File: src/rtl/usb_txn_pkg.sv
// usb_txn_pkg: shared types for the USB host transaction sequencer.
// Holds the packet identifiers, the sequencer state encoding and a
// counter-width helper used by the top and the response timer.
package usb_txn_pkg;

    // Four-bit packet identifiers driven onto the outbound pipe
    typedef enum logic [3:0] {
        PID_OUT   = 4'b0001,
        PID_IN    = 4'b1001,
        PID_DATA0 = 4'b0011,
        PID_DATA1 = 4'b1011,
        PID_ACK   = 4'b0010,
        PID_NAK   = 4'b1010
    } pid_t;

    typedef enum logic [3:0] {
        S_IDLE,
        S_TOKEN,
        S_TOKEN_END,
        S_DATA,
        S_DATA_END,
        S_WAIT_HS,
        S_WAIT_DIN,
        S_SEND_ACK,
        S_ACK_END,
        S_DONE
    } txn_state_t;

    // Bits needed to hold 0..max_val, never less than one bit
    function automatic int cnt_width(input int max_val);
        return (max_val < 1) ? 1 : $clog2(max_val + 1);
    endfunction

endpackage

File: src/rtl/usb_txn_ctrl_if.sv
// usb_txn_ctrl_if: requester, outbound-pipe and inbound-pipe signals of
// the transaction sequencer, bundled so the sequencer (master) and its
// environment (slave) see the same names.
//
// Handshakes:
//   request : txn_start is a one-cycle pulse honoured only while
//             txn_busy=0; txn_done pulses once per accepted request with
//             txn_ok valid in that cycle.
//   outbound: tx_pktready acts as valid and tx_gotpkt as ready; the packet
//             transfers in the cycle both are 1, and tx_pid/tx_addr/
//             tx_endp/tx_data stay stable while tx_pktready=1. tx_pktend
//             then pulses once the last bit of that packet leaves the wire.
//   inbound : while rx_reading=1 the pipe raises one of rx_pktready/rx_ack/
//             rx_nak/rx_error; rx_got pulses for one cycle when the
//             sequencer consumes that result.
interface usb_txn_ctrl_if;
    logic        txn_start;
    logic        txn_read;
    logic [6:0]  txn_addr;
    logic [3:0]  txn_endp;
    logic [63:0] txn_wdata;
    logic        txn_busy;
    logic        txn_done;
    logic        txn_ok;
    logic [63:0] txn_rdata;

    logic [3:0]  tx_pid;
    logic [3:0]  tx_endp;
    logic [6:0]  tx_addr;
    logic [63:0] tx_data;
    logic        tx_pktready;
    logic        tx_gotpkt;
    logic        tx_pktend;

    logic        rx_reading;
    logic        rx_pktready;
    logic        rx_ack;
    logic        rx_nak;
    logic        rx_error;
    logic [63:0] rx_data;
    logic        rx_got;

    modport master (
        input  txn_start, txn_read, txn_addr, txn_endp, txn_wdata,
        output txn_busy, txn_done, txn_ok, txn_rdata,
        output tx_pid, tx_endp, tx_addr, tx_data, tx_pktready,
        input  tx_gotpkt, tx_pktend,
        output rx_reading, rx_got,
        input  rx_pktready, rx_ack, rx_nak, rx_error, rx_data
    );

    modport slave (
        output txn_start, txn_read, txn_addr, txn_endp, txn_wdata,
        input  txn_busy, txn_done, txn_ok, txn_rdata,
        input  tx_pid, tx_endp, tx_addr, tx_data, tx_pktready,
        output tx_gotpkt, tx_pktend,
        input  rx_reading, rx_got,
        output rx_pktready, rx_ack, rx_nak, rx_error, rx_data
    );
endinterface

File: src/rtl/usb_txn_timer.sv
// usb_txn_timer: response-wait timeout counter. Held at zero while clr=1,
// counts while en=1, and flags timeout during the TIMEOUT_CYCLES-th
// enabled cycle so a wait lasts exactly TIMEOUT_CYCLES cycles.
module usb_txn_timer
    import usb_txn_pkg::*;
#(
    parameter int TIMEOUT_CYCLES = 255
) (
    input  logic clk,
    input  logic rst_L,
    input  logic clr,
    input  logic en,
    output logic timeout
);
    localparam int CW = cnt_width(TIMEOUT_CYCLES);
    localparam logic [CW-1:0] LAST = CW'(TIMEOUT_CYCLES - 1);

    logic [CW-1:0] cnt_q;
    logic [CW-1:0] cnt_d;

    // Next count: clear has priority, otherwise advance while enabled
    always_comb begin
        cnt_d = cnt_q;
        if (clr) begin
            cnt_d = '0;
        end else if (en) begin
            cnt_d = cnt_q + CW'(1);
        end
    end

    // Count register
    always_ff @(posedge clk or negedge rst_L) begin
        if (!rst_L) begin
            cnt_q <= '0;
        end else begin
            cnt_q <= cnt_d;
        end
    end

    assign timeout = en && !clr && (cnt_q == LAST);

endmodule

File: src/rtl/usb_txn_ctrl.sv
// usb_txn_ctrl: host-side USB transaction sequencer. Issues token, DATA and
// handshake packets for one OUT or IN request at a time, waits for the
// device under a timeout and retries up to MAX_RETRY times.
// Optional feature macro USB_TXN_DATA_TOGGLE_EN: OUT data alternates
// DATA0/DATA1 after each successful OUT; when undefined, always DATA0.
module usb_txn_ctrl
    import usb_txn_pkg::*;
#(
    parameter int TIMEOUT_CYCLES = 255,
    parameter int MAX_RETRY      = 8
) (
    input  logic                              clk,
    input  logic                              rst_L,
    usb_txn_ctrl_if.master                    bus,
    output txn_state_t                        dbg_state,
    output logic [cnt_width(MAX_RETRY)-1:0]   dbg_retry_cnt
);
    localparam int RW = cnt_width(MAX_RETRY);

    txn_state_t  state_q, state_d;
    logic        read_q, read_d;
    logic [6:0]  addr_q, addr_d;
    logic [3:0]  endp_q, endp_d;
    logic [63:0] wdata_q, wdata_d;
    logic [RW-1:0] retry_q, retry_d;
    logic        busy_q, busy_d;
    logic        done_q, done_d;
    logic        ok_q, ok_d;
    logic [63:0] rdata_q, rdata_d;
    logic [3:0]  pid_q, pid_d;
    logic [6:0]  tx_addr_q, tx_addr_d;
    logic [3:0]  tx_endp_q, tx_endp_d;
    logic [63:0] tx_data_q, tx_data_d;
    logic        pktready_q, pktready_d;
    logic        reading_q, reading_d;
    logic        got_q, got_d;
    logic        do_retry;
    logic        in_wait;
    logic        timeout;
    logic [3:0]  data_pid;
`ifdef USB_TXN_DATA_TOGGLE_EN
    logic        toggle_q, toggle_d;
`endif

    assign in_wait = (state_q == S_WAIT_HS) || (state_q == S_WAIT_DIN);

    usb_txn_timer #(.TIMEOUT_CYCLES(TIMEOUT_CYCLES)) u_timer (
        .clk     (clk),
        .rst_L   (rst_L),
        .clr     (!in_wait),
        .en      (in_wait),
        .timeout (timeout)
    );

`ifdef USB_TXN_DATA_TOGGLE_EN
    assign data_pid = toggle_q ? PID_DATA1 : PID_DATA0;
`else
    assign data_pid = PID_DATA0;
`endif

    // Next state, request latch, retry bookkeeping and next registered outputs
    always_comb begin
        state_d   = state_q;
        read_d    = read_q;
        addr_d    = addr_q;
        endp_d    = endp_q;
        wdata_d   = wdata_q;
        retry_d   = retry_q;
        ok_d      = ok_q;
        rdata_d   = rdata_q;
        pid_d     = pid_q;
        tx_addr_d = tx_addr_q;
        tx_endp_d = tx_endp_q;
        tx_data_d = tx_data_q;
        got_d     = 1'b0;
        do_retry  = 1'b0;
`ifdef USB_TXN_DATA_TOGGLE_EN
        toggle_d  = toggle_q;
`endif
        case (state_q)
            S_IDLE: begin
                if (bus.txn_start) begin
                    read_d  = bus.txn_read;
                    addr_d  = bus.txn_addr;
                    endp_d  = bus.txn_endp;
                    wdata_d = bus.txn_wdata;
                    retry_d = '0;
                    ok_d    = 1'b0;
                    state_d = S_TOKEN;
                end
            end
            S_TOKEN:     if (bus.tx_gotpkt) state_d = S_TOKEN_END;
            S_TOKEN_END: if (bus.tx_pktend) state_d = read_q ? S_WAIT_DIN : S_DATA;
            S_DATA:      if (bus.tx_gotpkt) state_d = S_DATA_END;
            S_DATA_END:  if (bus.tx_pktend) state_d = S_WAIT_HS;
            S_WAIT_HS: begin
                // error outranks a coincident ACK; any rx result outranks timeout
                if (bus.rx_error || bus.rx_nak) begin
                    got_d    = 1'b1;
                    do_retry = 1'b1;
                end else if (bus.rx_ack) begin
                    got_d   = 1'b1;
                    ok_d    = 1'b1;
                    state_d = S_DONE;
`ifdef USB_TXN_DATA_TOGGLE_EN
                    toggle_d = ~toggle_q;
`endif
                end else if (timeout) begin
                    do_retry = 1'b1;
                end
            end
            S_WAIT_DIN: begin
                if (bus.rx_error) begin
                    got_d    = 1'b1;
                    do_retry = 1'b1;
                end else if (bus.rx_pktready) begin
                    got_d   = 1'b1;
                    rdata_d = bus.rx_data;
                    state_d = S_SEND_ACK;
                end else if (bus.rx_nak) begin
                    got_d    = 1'b1;
                    do_retry = 1'b1;
                end else if (timeout) begin
                    do_retry = 1'b1;
                end
            end
            S_SEND_ACK: if (bus.tx_gotpkt) state_d = S_ACK_END;
            S_ACK_END: begin
                if (bus.tx_pktend) begin
                    ok_d    = 1'b1;
                    state_d = S_DONE;
                end
            end
            S_DONE:  state_d = S_IDLE;
            default: state_d = S_IDLE;
        endcase

        if (do_retry) begin
            if (retry_q == RW'(MAX_RETRY)) begin
                ok_d    = 1'b0;
                state_d = S_DONE;
            end else begin
                retry_d = retry_q + RW'(1);
                state_d = S_TOKEN;
            end
        end

        // Outputs are decoded from the next state so they register in step with it
        busy_d     = (state_d != S_IDLE);
        done_d     = (state_d == S_DONE);
        pktready_d = (state_d == S_TOKEN) || (state_d == S_DATA) || (state_d == S_SEND_ACK);
        reading_d  = (state_d == S_WAIT_HS) || (state_d == S_WAIT_DIN);

        // Packet fields load only when a send state is entered, so they hold while offered
        if (state_d != state_q) begin
            if (state_d == S_TOKEN) begin
                pid_d     = read_d ? PID_IN : PID_OUT;
                tx_addr_d = addr_d;
                tx_endp_d = endp_d;
            end else if (state_d == S_DATA) begin
                pid_d     = data_pid;
                tx_data_d = wdata_q;
            end else if (state_d == S_SEND_ACK) begin
                pid_d     = PID_ACK;
            end
        end
    end

    // State, request and output registers; reset aborts any transaction silently
    always_ff @(posedge clk or negedge rst_L) begin
        if (!rst_L) begin
            state_q    <= S_IDLE;
            read_q     <= 1'b0;
            addr_q     <= '0;
            endp_q     <= '0;
            wdata_q    <= '0;
            retry_q    <= '0;
            busy_q     <= 1'b0;
            done_q     <= 1'b0;
            ok_q       <= 1'b0;
            rdata_q    <= '0;
            pid_q      <= '0;
            tx_addr_q  <= '0;
            tx_endp_q  <= '0;
            tx_data_q  <= '0;
            pktready_q <= 1'b0;
            reading_q  <= 1'b0;
            got_q      <= 1'b0;
        end else begin
            state_q    <= state_d;
            read_q     <= read_d;
            addr_q     <= addr_d;
            endp_q     <= endp_d;
            wdata_q    <= wdata_d;
            retry_q    <= retry_d;
            busy_q     <= busy_d;
            done_q     <= done_d;
            ok_q       <= ok_d;
            rdata_q    <= rdata_d;
            pid_q      <= pid_d;
            tx_addr_q  <= tx_addr_d;
            tx_endp_q  <= tx_endp_d;
            tx_data_q  <= tx_data_d;
            pktready_q <= pktready_d;
            reading_q  <= reading_d;
            got_q      <= got_d;
        end
    end

`ifdef USB_TXN_DATA_TOGGLE_EN
    // Data toggle register, flipped only by a successful OUT
    always_ff @(posedge clk or negedge rst_L) begin
        if (!rst_L) begin
            toggle_q <= 1'b0;
        end else begin
            toggle_q <= toggle_d;
        end
    end
`endif

    assign bus.txn_busy    = busy_q;
    assign bus.txn_done    = done_q;
    assign bus.txn_ok      = ok_q;
    assign bus.txn_rdata   = rdata_q;
    assign bus.tx_pid      = pid_q;
    assign bus.tx_addr     = tx_addr_q;
    assign bus.tx_endp     = tx_endp_q;
    assign bus.tx_data     = tx_data_q;
    assign bus.tx_pktready = pktready_q;
    assign bus.rx_reading  = reading_q;
    assign bus.rx_got      = got_q;
    assign dbg_state       = state_q;
    assign dbg_retry_cnt   = retry_q;

endmodule

File: src/flat_wrapper.sv
// flat-port wrapper written by rule: the top's interface ports become plain ports
module usb_txn_ctrl_flat import usb_txn_pkg::*;
#(
    parameter int TIMEOUT_CYCLES = 255,
    parameter int MAX_RETRY      = 8
)
  (clk, rst_L, dbg_state, dbg_retry_cnt, bus_txn_start, bus_txn_read, bus_txn_addr, bus_txn_endp, bus_txn_wdata, bus_txn_busy, bus_txn_done, bus_txn_ok, bus_txn_rdata, bus_tx_pid, bus_tx_endp, bus_tx_addr, bus_tx_data, bus_tx_pktready, bus_tx_gotpkt, bus_tx_pktend, bus_rx_reading, bus_rx_got, bus_rx_pktready, bus_rx_ack, bus_rx_nak, bus_rx_error, bus_rx_data);
  usb_txn_ctrl_if bus_i ();
  input  logic clk;
  input  logic rst_L;
  output txn_state_t dbg_state;
  output logic [cnt_width(MAX_RETRY)-1:0] dbg_retry_cnt;
  input wire logic [$bits(bus_i.txn_start)-1:0] bus_txn_start;
  input wire logic [$bits(bus_i.txn_read)-1:0] bus_txn_read;
  input wire logic [$bits(bus_i.txn_addr)-1:0] bus_txn_addr;
  input wire logic [$bits(bus_i.txn_endp)-1:0] bus_txn_endp;
  input wire logic [$bits(bus_i.txn_wdata)-1:0] bus_txn_wdata;
  output wire logic [$bits(bus_i.txn_busy)-1:0] bus_txn_busy;
  output wire logic [$bits(bus_i.txn_done)-1:0] bus_txn_done;
  output wire logic [$bits(bus_i.txn_ok)-1:0] bus_txn_ok;
  output wire logic [$bits(bus_i.txn_rdata)-1:0] bus_txn_rdata;
  output wire logic [$bits(bus_i.tx_pid)-1:0] bus_tx_pid;
  output wire logic [$bits(bus_i.tx_endp)-1:0] bus_tx_endp;
  output wire logic [$bits(bus_i.tx_addr)-1:0] bus_tx_addr;
  output wire logic [$bits(bus_i.tx_data)-1:0] bus_tx_data;
  output wire logic [$bits(bus_i.tx_pktready)-1:0] bus_tx_pktready;
  input wire logic [$bits(bus_i.tx_gotpkt)-1:0] bus_tx_gotpkt;
  input wire logic [$bits(bus_i.tx_pktend)-1:0] bus_tx_pktend;
  output wire logic [$bits(bus_i.rx_reading)-1:0] bus_rx_reading;
  output wire logic [$bits(bus_i.rx_got)-1:0] bus_rx_got;
  input wire logic [$bits(bus_i.rx_pktready)-1:0] bus_rx_pktready;
  input wire logic [$bits(bus_i.rx_ack)-1:0] bus_rx_ack;
  input wire logic [$bits(bus_i.rx_nak)-1:0] bus_rx_nak;
  input wire logic [$bits(bus_i.rx_error)-1:0] bus_rx_error;
  input wire logic [$bits(bus_i.rx_data)-1:0] bus_rx_data;
  assign bus_i.txn_start = bus_txn_start;
  assign bus_i.txn_read = bus_txn_read;
  assign bus_i.txn_addr = bus_txn_addr;
  assign bus_i.txn_endp = bus_txn_endp;
  assign bus_i.txn_wdata = bus_txn_wdata;
  assign bus_txn_busy = bus_i.txn_busy;
  assign bus_txn_done = bus_i.txn_done;
  assign bus_txn_ok = bus_i.txn_ok;
  assign bus_txn_rdata = bus_i.txn_rdata;
  assign bus_tx_pid = bus_i.tx_pid;
  assign bus_tx_endp = bus_i.tx_endp;
  assign bus_tx_addr = bus_i.tx_addr;
  assign bus_tx_data = bus_i.tx_data;
  assign bus_tx_pktready = bus_i.tx_pktready;
  assign bus_i.tx_gotpkt = bus_tx_gotpkt;
  assign bus_i.tx_pktend = bus_tx_pktend;
  assign bus_rx_reading = bus_i.rx_reading;
  assign bus_rx_got = bus_i.rx_got;
  assign bus_i.rx_pktready = bus_rx_pktready;
  assign bus_i.rx_ack = bus_rx_ack;
  assign bus_i.rx_nak = bus_rx_nak;
  assign bus_i.rx_error = bus_rx_error;
  assign bus_i.rx_data = bus_rx_data;
  usb_txn_ctrl #(.TIMEOUT_CYCLES(TIMEOUT_CYCLES), .MAX_RETRY(MAX_RETRY)) u_core (.clk(clk), .rst_L(rst_L), .bus(bus_i), .dbg_state(dbg_state), .dbg_retry_cnt(dbg_retry_cnt));
endmodule
File: config.mk
export PLATFORM = sky130hd
export DESIGN_NAME = usb_txn_ctrl_flat
export DESIGN_NICKNAME = d
export VERILOG_FILES = /design/src/rtl/usb_txn_pkg.sv /design/src/rtl/usb_txn_ctrl_if.sv /design/src/rtl/usb_txn_timer.sv /design/src/rtl/usb_txn_ctrl.sv /design/src/flat_wrapper.sv
export SDC_FILE = /design/constraint.sdc
export NUM_CORES = 1
export LEC_CHECK = 0
export CORE_MARGIN = 5
export CORE_UTILIZATION = 50
export CTS_CLUSTER_DIAMETER = 60
export DETAILED_ROUTE_END_ITERATION = 16
export PLACE_DENSITY_LB_ADDON = 0.2
export SLEW_MARGIN = 20
export SYNTH_ARGS = -nofsm -noshare
export SYNTH_HDL_FRONTEND = slang
export SYNTH_SLANG_ARGS = --single-unit
File: constraint.sdc
create_clock -name clk -period 4.25 [get_ports clk]
set_clock_uncertainty 0.15 [all_clocks]
set_input_delay 0.85 -clock clk [delete_from_list [all_inputs] [get_ports clk]]
set_output_delay 0.85 -clock clk [all_outputs]
set_load 0.02 [all_outputs]
# [Yosys cells after proc, flatten, opt, wreduce, memory -nomap -nowiden]
# Cells that the tools add are included.
[totals] reg_bits=241 wordCells=103 inputBits=149
[classes] eq_ne=17 add_sub_neg=2 n_reduce_logical=14 n_mux=50 bitwise=2
[op_table] op="4-bit 2-to-1 mux" count=23
[op_table] op="4-bit case mux with 9 select lines" count=1
[op_table] op="4-bit by 3-bit == test with 1-bit output (second input constant)" count=7
[op_table] op="1-bit 2-to-1 mux" count=19
[op_table] op="7-bit 2-to-1 mux" count=2
[op_table] op="4-bit by 2-bit == test with 1-bit output (second input constant)" count=3
[op_table] op="4-bit == test (second input constant)" count=3
[op_table] op="8-bit by 1-bit adder with 8-bit output (second input constant)" count=1
[op_table] op="4-bit by 1-bit == test with 1-bit output (second input constant)" count=2
[op_table] op="8-bit == test (second input constant)" count=1
[op_table] op="8-bit 2-to-1 mux" count=1
[op_table] op="2-bit AND reduction" count=3
[op_table] op="3-bit AND reduction" count=2
[op_table] op="1-bit logical OR" count=5
[op_table] op="4-bit by 1-bit adder with 4-bit output (second input constant)" count=1
[op_table] op="4-bit logical NOT" count=1
[op_table] op="4-bit != test" count=1
[op_table] op="1-bit case mux with 2 select lines" count=2
[op_table] op="4-bit nonzero test" count=1
[op_table] op="3-bit 2-to-1 mux" count=1
[op_table] op="1-bit case mux with 3 select lines" count=1
[op_table] op="3-bit nonzero test" count=1
[op_table] op="1-bit NOT" count=2
[op_table] op="1-bit logical AND" count=1

# [Logic depth before layout (Yosys ltp)]
# Gate-level depths: netlist (run 1).
[logic_depth] depth_word=13 mapped_depth=9

# [Modules after synthesis]
# A second synthesis (run 1) with hierarchy kept.
[hier_totals] cells_unflattened=624 hier_area_um2=9541.7
[modules_own_cells] mod="usb_txn_ctrl" instances=1 area_per_inst_um2=9128.8 cells_each=583
[modules_own_cells] mod="usb_txn_timer" instances=1 area_per_inst_um2=412.9 cells_each=41

# [Worst setup path before layout (run 1)]
# OpenSTA, ideal clock, no wires.
[synth_timing] path_type="input -> register" startpoint="input port bus_rx_error" endpoint="register u_core.pid_q[1], in the netlist u_core.bus.tx_pid[1]" path_slack_ns=1.401 cell_stages=6 arrival_time_ns=2.555 setup_time_ns=0.145 cell_sequence="or3b_4 a32o_1 or4b_4 a2111oi_4 nand2b_1 o211ai_1"
[synth_between] elab_chain_len=7 elab_cells_between_ends=16 cone_classes="4 x eq/ne; 9 x mux; 3 x reduce/logical"
[synth_rtl] element="from (decl)" line="flat_wrapper.sv:34" rtl="input wire logic [$bits(bus_i.rx_error)-1:0] bus_rx_error;"
[synth_rtl] element="1-bit logical OR" line="usb_txn_ctrl.sv:98" rtl="if (bus.rx_error || bus.rx_nak) begin"
[synth_rtl] element="4-bit 2-to-1 mux / 1-bit 2-to-1 mux (equally long branches)" line="usb_txn_ctrl.sv:98"
[synth_rtl] element="4-bit case mux with 9 select lines / 1-bit case mux with 2 select lines (equally long branches)" line="usb_txn_ctrl.sv:80" rtl="case (state_q)"
[synth_rtl] element="4-bit 2-to-1 mux (*)" line="usb_txn_ctrl.sv:138" rtl="if (do_retry) begin"
[synth_rtl] element="4-bit by 3-bit == test with 1-bit output, or another cell as far along" line="usb_txn_ctrl.sv:163" rtl="end else if (state_d == S_SEND_ACK) begin"
[synth_rtl] element="3-bit nonzero test (no line) / 4-bit 2-to-1 mux (equally long branches)"
[synth_rtl] element="2-bit AND reduction (no line) / 4-bit 2-to-1 mux (equally long branches)"
[synth_rtl] element="to (signal assigned)" line="usb_txn_ctrl.sv:200" rtl="pid_q <= pid_d;"
[synth_rtl] element="to (decl)" line="usb_txn_ctrl.sv:30" rtl="logic [3:0] pid_q, pid_d;"
# Every way passes the cells marked *; elsewhere a longest branch is shown, timed or not.
# A chain may end at the register's enable or synchronous reset.

# [Worst setup path after layout (run 1)]
# Same ends and word-level chain as after synthesis.

==> impl.org, run 1 <==
** Logic synthesis
- Of the total synthesized cell area, the portion taken by XOR and XNOR cells is 0.00559.
- Mean post-synth cell area :: 12.6 µm²
- Commonest register cell after synthesis :: dfrtp_1
- During synthesis, Yosys emitted a total of 0 warnings.
- Sequential-to-total area share from yosys stat :: 0.639
- Combinational family with the most area after synthesis :: multiplexers
- Most frequent cell after synthesis :: dfrtp_1
- Mux share of post-synthesis cell area :: 0.184
- Adder and majority gate portion of the synthesized area :: 0.00533
- Synth Area in Simple Gates :: 0.117
- Share of async-settable or async-resettable flops after synthesis :: 1.00
- In the synthesized netlist, the cells that appear most often are 240 x dfrtp_1, 208 x nand2_1, 151 x mux2_2.
- Summed instance area of the synthesized netlist :: 9400 µm²
- Area share of the largest cell type after synthesis :: 0.639
- Cell accounting for the most synthesized area :: dfrtp_1
- Sorting the synthesized cells by area gives the leading types as dfrtp_1 64%, mux2_2 18%, nand2_1 8.3%.
- The synthesized design contains 0 enable-type register cells.
- Compound-Gate Fraction of Synth Area :: 0.0305
- Counting every instance in the synthesized netlist gives 746.
- The number of nets in the synthesized netlist is 899.
- Post-synthesis sequential element count :: 240
- Post-synth cell types :: 48

** Timing
- Peak Freq :: 334 MHz
- Setup slack on the critical path of the routed design comes to 1250 ps.
- Setup violations remaining at the end of the flow were counted as 0.
- Final hold violation count :: 0
- The number of pins with negative max-slew slack in the final report was 0.
- In this run the tightest slew margin relative to its limit is 0.528.
- RSZ-0062 raised after global routing :: false
- Transition at the pin with the smallest max-transition slack :: 708 ps
- Fin Setup TNS :: 0 ps
- Fin crit share :: 0.705
- Final hold analysis gives a worst-case slack of a little over 200 ps.
- Clock period minus final worst setup slack :: approximately 3000 ps

** Global routing
- The via count of the first global-routing pass came to 7087.
- Entering global routing, the biggest net connects 96 pins.
- First-pass GRT wire length :: 37800 µm
- Antenna violations before repair :: 0
- After global routing the overflow that remains totals 0.
- Global routing usage summed across all routing layers :: 0.214

** Min path
- The min-delay analysis places its worst path in the category in -> async.

** Route
- For this run, design rule violations remaining after detail routing come to 0.
- The detailed router finished its first iteration with 392 violations.
- Sum of routed wire length over all layers :: 23300 µm
- Remaining antenna violation count :: 0
- Detailed-route wire length per cell :: 17.9 µm
- Vias per inst :: 5.05
- Number of vias after detailed routing :: 6569
- For this run, the detailed router's first-pass iteration total came to 4.

** Setup path
- Reg-to-Reg End :: u_core.bus.tx_pid[0]$_DFFE_PN0P_
- STA puts the critical path data required time at ~4500 ps.
- Path depth of the worst reg2reg path :: 6
- Peak per-stage delay on the critical path :: 500 ps
- In this run the worst setup path begins at bus_rx_error.
- STA classifies the critical path startpoint as an input port.
- Kind of capture point of the worst setup path :: register
- Type of the worst setup path :: in -> reg
- Critical path, cell by cell :: clkdlybuf4s50_1, or3b_4, a32o_1, or4b_4, a2111oi_4, nand2b_1, o211ai_1
- Across all register-to-register paths, the minimum setup slack is 1350 ps.
- Crit path DAT :: approximately 3200 ps
- The worst register-to-register path begins at u_core.dbg_state[1]$_DFF_PN0_.
- Among all stages on the critical path, the largest delay is contributed by clkdlybuf4s50_1.
- Largest driver fanout on the critical path :: 6

** Pwr
- Total chip power :: 0.0102 W
- IR analysis of the VDD net gives a maximum drop of approximately 420 µV.
- Power density of the placed cells :: 758 nW/µm²
- In this run the static leakage power is ~6.1 nW.

** Clock tree
- Post-CTS Hold Fix Bufs :: 0
- The cell sitting at the root of the clock tree is a clkbuf_16.
- Gates resized, CTS repair :: 0
- TritonCTS built the clock tree.
- Bufs on Longest Clock Path :: 3
- CTS buffer count :: 26
- For the worst-skew pair, the clock arrives at the later sink with an insertion delay of 510 ps.
- Post-CTS repair timing setup buffer count :: 0
- For this design, the sink count on the clock tree is 240.
- In this run the number of H-tree levels came out at 1.
- After clock tree synthesis, the clock-pin slew on the worst setup and hold paths is 60 ps.

** Layout
- Once layout is complete, the utilization of the core stands at 0.726.
- Antenna diode count :: 0
- Post-layout net count :: about 1200
- Of the cells placed in the final design, the portion with a size suffix greater than 1 is 0.197.
- Layout overhead on the synthesized area :: 43.6%

** Placement
- Global placement routability congestion :: 0.802
- Post-DP HPWL :: 16500 µm
- Input/output buffers :: between 300 and 400
- Post-placement setup slack :: 754 ps

** Job
- Max cap viols :: 0

** Die
- Die Y-Extent :: 147 µm
- Starting Density :: 0.506
- Total die area :: 21600 µm²
- X dimension of the die :: 147 µm
- Number of I/O pins :: 306
- Number of rows in the core area :: 50
- The core region is 18600 µm².

** Run status
- The run finished with clean final reports.
## metal layers
layer | part of all wire | routed length, µm | GRT usage
met1 | 0.41 | 9540 | 0.270
met4 | 0.023 | 545 | 0.0582
met3 | 0.089 | 2060 | 0.0746
met2 | 0.48 | 11100 | 0.354
met5 | 0 | 0 | 0
## layout make-up
class,instances,area [µm²]
clock inverters,6,36.3
flip-flops and latches,240,6010
fillers,1322,5090
multi-input cells,466,3240
repair buffers,314,3160
well taps,234,293
inverters,4,15.0
clock buffers,37,743
## metrics by stage
| step | area (µm²) | instances |
|---|---|---|
| 3_3_place_gp | 12700 | 1258 |
| 6_report | 13500 | 1301 |
| 2_1_floorplan | 9400 | 746 |
| 5_1_grt | 13500 | 1301 |
| 4_1_cts | 13500 | 1301 |
| 3_5_place_dp | 12700 | 1258 |
## flip-flops by register name, summed over array words and instances, names as in the netlist, named ones only
signal                  count
u_core.bus.txn_done         1
u_core.bus.rx_reading       1
u_core.endp_q               4
u_core.dbg_retry_cnt        3
u_core.bus.rx_got           1
u_core.bus.txn_rdata       64
u_core.u_timer.cnt_q        8
u_core.dbg_state            4
u_core.bus.tx_addr          7
u_core.bus.tx_pktready      1
u_core.addr_q               7
u_core.bus.tx_pid           3
u_core.bus.tx_data         64
u_core.bus.tx_endp          4
u_core.bus.txn_ok           1
u_core.wdata_q             64
u_core.read_q               1
u_core.bus.txn_busy         1
## placed cells by master (no fill, tap or decap), types with 2 or more instances in the layout
cell             instances
nand4_1                  3
clkdlybuf4s50_1        303
ha_1                     4
clkinv_2                 4
o21ai_1                  2
buf_4                    7
or3_1                    3
nor3_1                   3
nor2_1                  13
clkbuf_1                 7
nand3_1                  6
nand2b_1                 7
xor2_1                   4
clkbuf_8                 3
mux2_2                 151
clkbuf_16               27
nand2_1                206
buf_12                   3
a31oi_1                  3
xnor2_1                  2
o311ai_0                 2
a21o_1                   2
o31ai_1                  3
nor3b_1                  2
dfrtp_1                240
nor2b_1                  5
inv_1                    4
a21oi_1                  9
o21ai_0                  8
mux2i_1                  3
## cells by family after synthesis
| kind of cell | count (synthesis) |
|---|---|
| AO/OA/AOI/OAI | 39 |
| buffers and inverters | 40 |
| other | 1 |
| AND/OR/NAND/NOR | 262 |
| adder cells (fa/ha/maj) | 4 |
| flip-flops | 240 |
| XOR/XNOR | 6 |
| multiplexers | 154 |
## critical path: cells and delay by family
family	cells	cell delay [ps]
AND/OR/NAND/NOR	3	1120
buffers and inverters	1	500
AO/OA/AOI/OAI	3	740
## worst max path at each step
stage                                  endpoint  slack (ps)  cells past startpoint
3_3_place_gp   u_core.bus.tx_pid[1]$_DFFE_PN0P_         790                      7
3_5_place_dp   u_core.bus.tx_pid[1]$_DFFE_PN0P_         750                      7
5_1_grt        u_core.bus.tx_pid[0]$_DFFE_PN0P_        1110                      6
4_1_cts        u_core.bus.tx_pid[0]$_DFFE_PN0P_        1280                      6
2_1_floorplan  u_core.bus.tx_pid[1]$_DFFE_PN0P_        1400                      6
6_report       u_core.bus.tx_pid[1]$_DFFE_PN0P_        1250                      7
## report_power, final
group / switching [W] / internal, W
registers: 0.000581 / 0.00333
clock network: 0.000855 / 0.00121
logic: 0.00202 / 0.00223
Note: power is estimated with default switching activity, not from simulation.
==> run 2: changes to the inputs <==
Settings changed: CORE_UTILIZATION 50 to 46.
Clock period 4.25 ns to 3.15 ns, I/O delays scaled along.
==> run 2 against run 1 <==
Effect of this change:
- clock power is 42% higher
- via count increased by 1.6%
- hold slack improved by 120 ps
- core utilization is 4.4 points lower
- global-route usage fell by 1.7 points
- sequential share of layout area is 0.85 points lower
- register-to-register slack got worse by 1000 ps
- routed wire length increased by 0.74%
- setup slack lost 910 ps
- power grew 37%
- first-iteration DRC count decreased by 29%
- final area up 1.9%
- critical endpoint is now u_core.bus.tx_addr[0]$_DFFE_PN0P_
==> impl.org, run 2 (synthesis results as in run 1) <==
** Timing
- Fin crit share :: 0.892
- For this run, the top clock speed supported by timing is around 360 MHz.
- Adding up every negative setup slack in the final design gives 0 ps.
- Final hold violation count :: 0
- Remaining max-slew budget at the tightest pin :: 0.541
- Setup violations remaining at the end of the flow were counted as 0.
- Transition at the pin with the smallest max-transition slack :: around 700 ps
- The number of pins with negative max-slew slack in the final report is 0.
- Clock period minus final worst setup slack :: 2810 ps
- Setup repair after global routing left no endpoint under its margin.

** Route
- Number of remaining DRC errors :: 0
- Number of vias after detailed routing :: 6671
- Detailed-route wire length per cell :: 17.4 µm
- The highest layer touched by signal routing is met4.
- Iteration-0 DRC count of the detailed router :: 278
- Sum of routed wire length over all layers :: between 20000 and 25000 µm
- The detailed router put a total of 9650 µm of wire on met1.
- The routed design uses 2340 µm of met3 wire.
- The first detailed-routing pass took 4 iterations.
- In the routed layout, each cell is associated on average with a via count of 4.95.
- The count of nets left with antenna violations once routing finished came out at 0.
- Wire segments on met2 add up to about 11000 µm in the final route.

** Setup path
- Data required time at the worst endpoint :: ~3400 ps
- Reg-to-Reg End :: u_core.bus.tx_addr[0]$_DFFE_PN0P_
- The worst setup path is captured at a register.
- The worst register-to-register path begins at u_core.dbg_state[1]$_DFF_PN0_.
- On the worst path, the slowest cell contributes a delay of 680 ps.
- Counting cells, the worst reg-to-reg path comes to 6.
- Critical path, cell by cell :: nand2b_1, a2111oi_0, o311ai_0, o21ai_2, buf_12, mux2_2
- Along the worst path, the maximum fanout reaches 18.
- The worst setup path is launched from a register.
- Type of the worst setup path :: reg -> reg
- Critical-path top delay cell :: dfrtp_1
- Bufs and invs on worst path :: 1
- Broken down by cell family, the worst path's largest delay share belongs to compound AO/OA/AOI/OAI gates.
- Setup slack on the worst reg-to-reg path comes out at between 300 and 400 ps.
- Data arrives at the worst endpoint at approximately 3000 ps.

** Die
- The core region is 20200 µm².
- The initial utilization of the core area, before any placement, comes to 0.466.
- During I/O placement, the number of pins put on the boundary was 306.
- Number of rows in the core area :: 52
- Total die area :: 23400 µm²
- X dimension of the die :: approximately 150 µm
- From bottom edge to top edge, the die measures 153 µm.

** Layout
- Fill cell count :: 1501
- The final layout contains 1216 nets.
- Of the cells placed in the final design, the portion with a size suffix greater than 1 is 0.209.
- Summing all flip-flop and latch instances after layout gives roughly 6000 µm².
- Antenna diode count :: 0
- Area of the multi-input gates :: between 3000 and 4000 µm²
- The library cells used most frequently in the layout, excluding fill and tap cells, are 303 x clkdlybuf4s50_1, 240 x dfrtp_1, 206 x nand2_1.
- Most common library cell in the layout ignoring fill and taps :: clkdlybuf4s50_1
- From synthesis to final layout, the design area changed by 46.4%.
- At the end of the flow the core is filled with cells to 0.682.

** Global routing
- Antenna violations before repair :: 0
- Maximum number of pins on one net before global-route repair :: 79
- The total overflow left after global routing is 0.
- The first global-routing pass estimated 38000 µm of wire.
- Global routing usage summed across all routing layers :: 0.197
- Vias in the first global route :: slightly above 7000

** Clock tree
- Clock net sink count :: 240
- Once the clock tree was built, the resizer swapped 0 gates to a different size.
- Bufs on Longest Clock Path :: 3
- Insertion delay to the later sink of the worst-skew pair :: 510 ps
- Clock-pin slew reported for the worst setup and hold paths after clock tree synthesis :: 60 ps
- Clock tree synthesis inserted a total of 26 buffers.
- Once the clock tree was built, the setup fixing pass inserted 0 buffers.
- Post-CTS Hold Fix Bufs :: 1
- Count of H-tree levels built during CTS :: 1
- TritonCTS built the clock tree.
- The tree is rooted in a clkbuf_16.

** Job
- Max cap viols :: 0

** Run status
- The run finished with clean final reports.

** Min path
- Hold path cells :: 2
- Hold endpoint :: u_core.bus.txn_rdata[29]$_DFFE_PN0P_
- Critical hold path startpoint :: u_core.bus.txn_rdata[29]$_DFFE_PN0P_
- Worst min path class :: reg -> reg

** Placement
- Routability-driven placement finished with a final weighted congestion of between 0.8 and 0.9.
- Once detailed placement completed, the half-perimeter wirelength came to between 15000 and 20000 µm.
- Input/output buffers :: between 300 and 400

** Pwr
- Power density of the placed cells :: 1020 nW/µm²
- VDD sags by at most ~570 µV.
- In this run the static leakage power is 6.25 nW.
## run 2: cell types whose count changed in the layout (fill, tap and decap cells not counted), sizes merged
cell,before,now
dlygate4sd3,0,1
clkinv,4,5
bufinv,0,1
clkbuf,37,36
buf,11,21
## run 2: tightest hold or removal path: cells and delay by family (launching register included)
kind,cells,cell delay [ps]
DFF,1,340
and+or+nand+nor,2,100
## run 2: how the worst max path moves through the flow
stage / startpoint / end / slack [ps] / cells after the start
floorplan: bus_rx_error / u_core.bus.tx_pid[1]$_DFFE_PN0P_ / 520 / 6
detailed placement: bus_rx_ack / u_core.bus.tx_pid[3]$_DFFE_PN0P_ / 7 / 8
global route: u_core.dbg_state[1]$_DFF_PN0_ / u_core.bus.tx_addr[0]$_DFFE_PN0P_ / 160 / 6
finish: u_core.dbg_state[1]$_DFF_PN0_ / u_core.bus.tx_addr[0]$_DFFE_PN0P_ / 340 / 6
global placement: bus_rx_ack / u_core.bus.tx_pid[3]$_DFFE_PN0P_ / 20 / 8
CTS: u_core.dbg_state[1]$_DFF_PN0_ / u_core.bus.tx_addr[0]$_DFFE_PN0P_ / 290 / 6
## run 2: per-layer routing
layer | GRT usage | vias up
met5 | 0 | -
met4 | 0.0484 | 0
met3 | 0.0777 | 27
met2 | 0.320 | 259
met1 | 0.251 | 3251
li1 | - | 3134
## run 2: power by group
group          switching [W]  internal [W]
Sequential          0.000778       0.00449
Clock                0.00117       0.00176
Combinational        0.00274       0.00309
## run 2: area by class of cell
cell class | count | share of cell area
inverters | 4 | 0.00109
repair buffers | 325 | 0.241
well taps | 270 | 0.0246
flip-flops and latches | 240 | 0.437
multi-input cells | 466 | 0.236
clock inverters | 8 | 0.00537
clock buffers | 36 | 0.0552
## run 2: per-stage QoR
stage	power [W]	setup slack, ps	cell area, µm²	hold WS [ps]	instances
4_1_cts	0.0142	288	13800	326	1349
5_1_grt	0.0149	159	13800	342	1349
2_1_floorplan	0.00838	521	9400	184	746
3_3_place_gp	0.0111	17.2	12900	307	1304
6_report	0.0140	339	13800	320	1349
3_5_place_dp	0.0112	6.76	12900	311	1304
==> patch 1 (settings of run 2) <==
`rdata_q` no longer has a reset.
--- a/src/rtl/usb_txn_ctrl.sv
+++ b/src/rtl/usb_txn_ctrl.sv
@@ -179,5 +179,4 @@
             done_q     <= 1'b0;
             ok_q       <= 1'b0;
-            rdata_q    <= '0;
             pid_q      <= '0;
             tx_addr_q  <= '0;
@@ -197,5 +196,4 @@
             done_q     <= done_d;
             ok_q       <= ok_d;
-            rdata_q    <= rdata_d;
             pid_q      <= pid_d;
             tx_addr_q  <= tx_addr_d;
@@ -206,4 +204,8 @@
             got_q      <= got_d;
         end
+    end
+
+    always_ff @(posedge clk) begin
+        rdata_q <= rdata_d;
     end
 
Check against the original RTL: not equivalent (a bounded check fails within 10 cycles, from zero or initial values and one cycle with rst_L low; the reset may be asserted at any time).
==> patch 1 against run 2 <==
Sequential cell count stayed put; synthesized cell count is 6.6% lower; routed wire length down 1.1%; utilization grew 0.059 points; die area decreased by 3.6%; via count is 5.9% lower; area after synthesis decreased by 3.8%; largest power group is now registers; design area is 3.7% lower; power down 20%; worst setup slack improved by 0.14 ns.
==> patch 1: results <==
metrics = {
    "cells_and_area": {
        "drive_above_1_share": 0.134,
        "nets": 1167,
    },
    "logic_synthesis": {
        "synth-edff-count": 64,
        "ys_top_cells_by_area": "dfrtp_1 49%, edfxtp_1 21%, nand2_1 9.7%",
        "yosysSeqAreaShare": 0.700,
        "synth_fp_nets": 850,
    },
    "critical_path": {
        "worst-path-max-fanout": 16,
        "critPathTopFamily": "buffers and inverters",
        "cpPeakStageDelay_ns": 0.71,
        "arrival_ns": 1.89,
        "slowest_stage": "clkdlybuf4s50_1",
    },
    "outcome": {
        "status": "complete, no violations",
    },
    "global_routing": {
        "antenna_found_initial": 1,
        "grt_max_degree": 70,
        "grt_usage": 0.202,
        "grt_pass1_vias": 6364,
    },
    "power_and_ir_drop": {
        "ir_drop_uv": 530,
    },
    "detailed_routing": {
        "wire_per_inst_microns": 17.9,
        "drtPass1Iterations": 5,
        "vias": 6278,
        "routed_wl_microns": 23200,
        "drt_iter0_drc": 285,
    },
    "timing": {
        "tightestPinTransition_ns": 0.625,
    },
    "placement": {
        "dpl.cell_count": 1250,
        "hpwl_microns": 16700,
    },
}
[patch 1: changes by cell type after synthesis, moves of 10 or more]
cell / before / now
dfrtp_1: 240 / 176
edfxtp_1: 0 / 64
clkbuf_1: 23 / 9
mux2_2: 151 / 70
buf_2: 9 / 19
nand2_1: 208 / 234
[patch 1: area by class of cell]
cell class / instances / area (sq um) / area share
clock buffer: 36 / 718 / 0.0542
clock inverter: 10 / 70.1 / 0.00529
inverter: 11 / 41.3 / 0.00312
multi-input combinational: 414 / 2520 / 0.190
sequential: 240 / 6330 / 0.478
tap: 265 / 332 / 0.0250
timing repair buffer: 321 / 3240 / 0.244
[patch 1: tightest hold or removal path: cells and delay by family, from the launching register on]
family	cells	cell delay, ns
flops	1	0.33
simple gates	2	0.10
[patch 1: kinds of logic after synthesis]
logic type / share of synthesized area
other: 0.000415
AND/OR/NAND/NOR: 0.131
buffers and inverters: 0.0226
XOR/XNOR: 0.00678
adder cells (fa/ha/maj): 0.00554
AO/OA/AOI/OAI: 0.0359
multiplexers: 0.0981
flip-flops: 0.700
[patch 1: what timing repair did]
| action | 4_1_cts | 5_1_grt |
|---|---|---|
| endpoints found under the hold margin | 65 | 0 |
| hold buffers | 1 | 0 |
| buffers inserted | 0 | 0 |
[patch 1: layer usage]
layer  vias to the layer above  GRT usage  part of all wire
met3                        39     0.0542             0.072
li1                       2964          -                 -
met5                         -          0           0.00056
met1                      3064      0.264              0.41
met4                         2     0.0476             0.021
met2                       209      0.341              0.50
[patch 1: metrics by stage]
stage | power, uW | util | worst slack (ns) | area, sq um
global placement | 8470 | 0.641 | 0.234 | 12400
detailed placement | 8580 | 0.641 | 0.165 | 12400
floorplan | 6820 | - | 0.124 | 9040
finish | 11300 | 0.683 | 0.482 | 13200
global route | 12000 | 0.683 | 0.421 | 13200
CTS | 11400 | 0.683 | 0.473 | 13200
[patch 1: worst paths after layout]
check | depth (start not counted) | to | slack, ns | startpoint
setup / recovery | 1 | dbg_state[0] | 0.48 | u_core.dbg_state[0]
hold / removal | 2 | u_core.wdata_q[50] | 0.32 | u_core.wdata_q[50]
setup reg to reg | 5 | u_core.bus.tx_endp[3] | 0.59 | u_core.dbg_state[0]
hold reg to reg | 2 | u_core.wdata_q[50] | 0.32 | u_core.wdata_q[50]
max in group asynchronous | 3 | u_core.wdata_q[8] | 1.51 | rst_L
min in group asynchronous | 2 | u_core.wdata_q[26] | 0.53 | rst_L
[patch 1: power breakdown]
| part | internal, uW | switching (uW) | total, uW |
|---|---|---|---|
| clock | 1600 | 1180 | 2770 |
| sequential | 4150 | 533 | 4680 |
| combinational | 1820 | 1990 | 3810 |
==> patch 2 (config.mk and constraints of run 2) <==
Without the edit above. `MAX_RETRY` is set to 8 in 2 places; all go to 10.
--- a/src/rtl/usb_txn_ctrl.sv
+++ b/src/rtl/usb_txn_ctrl.sv
@@ -8,5 +8,5 @@
 #(
     parameter int TIMEOUT_CYCLES = 255,
-    parameter int MAX_RETRY      = 8
+    parameter int MAX_RETRY      = 10
 ) (
     input  logic                              clk,
--- a/src/flat_wrapper.sv
+++ b/src/flat_wrapper.sv
@@ -3,5 +3,5 @@
 #(
     parameter int TIMEOUT_CYCLES = 255,
-    parameter int MAX_RETRY      = 8
+    parameter int MAX_RETRY      = 10
 )
   (clk, rst_L, dbg_state, dbg_retry_cnt, bus_txn_start, bus_txn_read, bus_txn_addr, bus_txn_endp, bus_txn_wdata, bus_txn_busy, bus_txn_done, bus_txn_ok, bus_txn_rdata, bus_tx_pid, bus_tx_endp, bus_tx_addr, bus_tx_data, bus_tx_pktready, bus_tx_gotpkt, bus_tx_pktend, bus_rx_reading, bus_rx_got, bus_rx_pktready, bus_rx_ack, bus_rx_nak, bus_rx_error, bus_rx_data);
Formal check against the unedited RTL: no difference found for any inputs over 4 cycles, from zero or initial values and one cycle with rst_L low; that may be too few to reach the edited logic, so the function may still have changed.
==> patch 2 against run 2 <==
Area after synthesis is 0.55% higher; power grew 1.4%; count of clock-buffer cells in the layout is 2 higher; worst setup slack improved by 0.11 ns; utilization fell by 0.29 points; routed wire length rose by 1.9%; design area decreased by 0.10%; critical endpoint is now u_core.bus.tx_pid[3]; sequential cell count did not move.
==> patch 2: results <==
metrics = {
    "outcome": {
        "status": "complete, no violations",
    },
    "global_routing": {
        "grt_max_degree": 91,
        "grtUsageMet3": 0.0605,
        "grt_usage": 0.199,
        "antenna_found_initial": 1,
        "grt_pass1_wl_microns": 38000,
        "grtUsageMet1": 0.237,
        "grt_pass1_vias": 6936,
    },
    "clock_network": {
        "clkTransAtPathRegs_ns": 0.06,
        "cts-buffers-inserted": 27,
    },
    "logic_synthesis": {
        "synth_cells": 604,
        "synth_fp_nets": 757,
        "yosysSeqAreaShare": 0.636,
        "synth_cell_types": 51,
    },
    "critical_path": {
        "critPathTopFamily": "simple AND/OR/NAND/NOR gates",
        "arrival_ns": 2.96,
        "r2r_slack_ns": 0.45,
        "cp-startpoint": "u_core.dbg_state[0]",
        "cpPeakStageDelay_ns": 0.55,
    },
    "cells_and_area": {
        "drive_above_1_share": 0.304,
        "fillers": 1401,
        "nets": 1074,
    },
    "detailed_routing": {
        "vias": 6103,
        "wl_met1_microns": 8980,
        "met2_length_microns": 12200,
        "route.met3.wl_microns": 1840,
        "routed_wl_microns": 23900,
    },
    "placement": {
        "placed_cell_area_sq_um": 12800,
        "hpwl_microns": 17600,
        "dpl.cell_count": 1161,
        "pre_cts_ws_ns": 0.0370,
    },
    "min_path": {
        "whs_path_depth": 1,
        "hold_end": "u_core.addr_q[2]",
        "worstHoldStart": "u_core.addr_q[2]",
    },
    "timing": {
        "tightestPinTransition_ns": 0.669,
        "whs_ns": 0.341,
        "max_freq_mhz": 370,
        "slew_viol_final": 0,
    },
    "power_and_ir_drop": {
        "swShare": 0.330,
        "total_power_uw": 14200,
        "p_comb_frac": 0.408,
        "clockPowerShare": 0.219,
        "ir_drop_uv": 735,
    },
}
==> patch 2: cell type report <==
cell class,count,area [sq um],share of cell area
sequential,240,6010,0.437
multi-input combinational,328,3240,0.236
timing repair buffer,316,3220,0.234
clock buffer,38,787,0.0573
tap,270,338,0.0246
clock inverter,11,118,0.00856
inverter,8,31.3,0.00228
antenna,1,2.50,0.000182
==> patch 2: timing repair <==
| action | 4_1_cts | 5_1_grt |
|---|---|---|
| hold buffers | 1 | 0 |
| hold endpoints to repair | 23 | 0 |
| endpoints found under the setup margin | 0 | 0 |
==> patch 2: cells by family (layout without fill, tap and decap cells) <==
family	count (synthesis)	after routing	synth area share
AO/OA/AOI/OAI	34	34	0.0289
XOR/XNOR	8	8	0.00742
other	1	2	0.000397
buffers and inverters	36	373	0.0224
multiplexers	218	218	0.262
adder cells (fa/ha/maj)	4	4	0.00530
AND/OR/NAND/NOR	63	63	0.0379
flip-flops	240	240	0.636
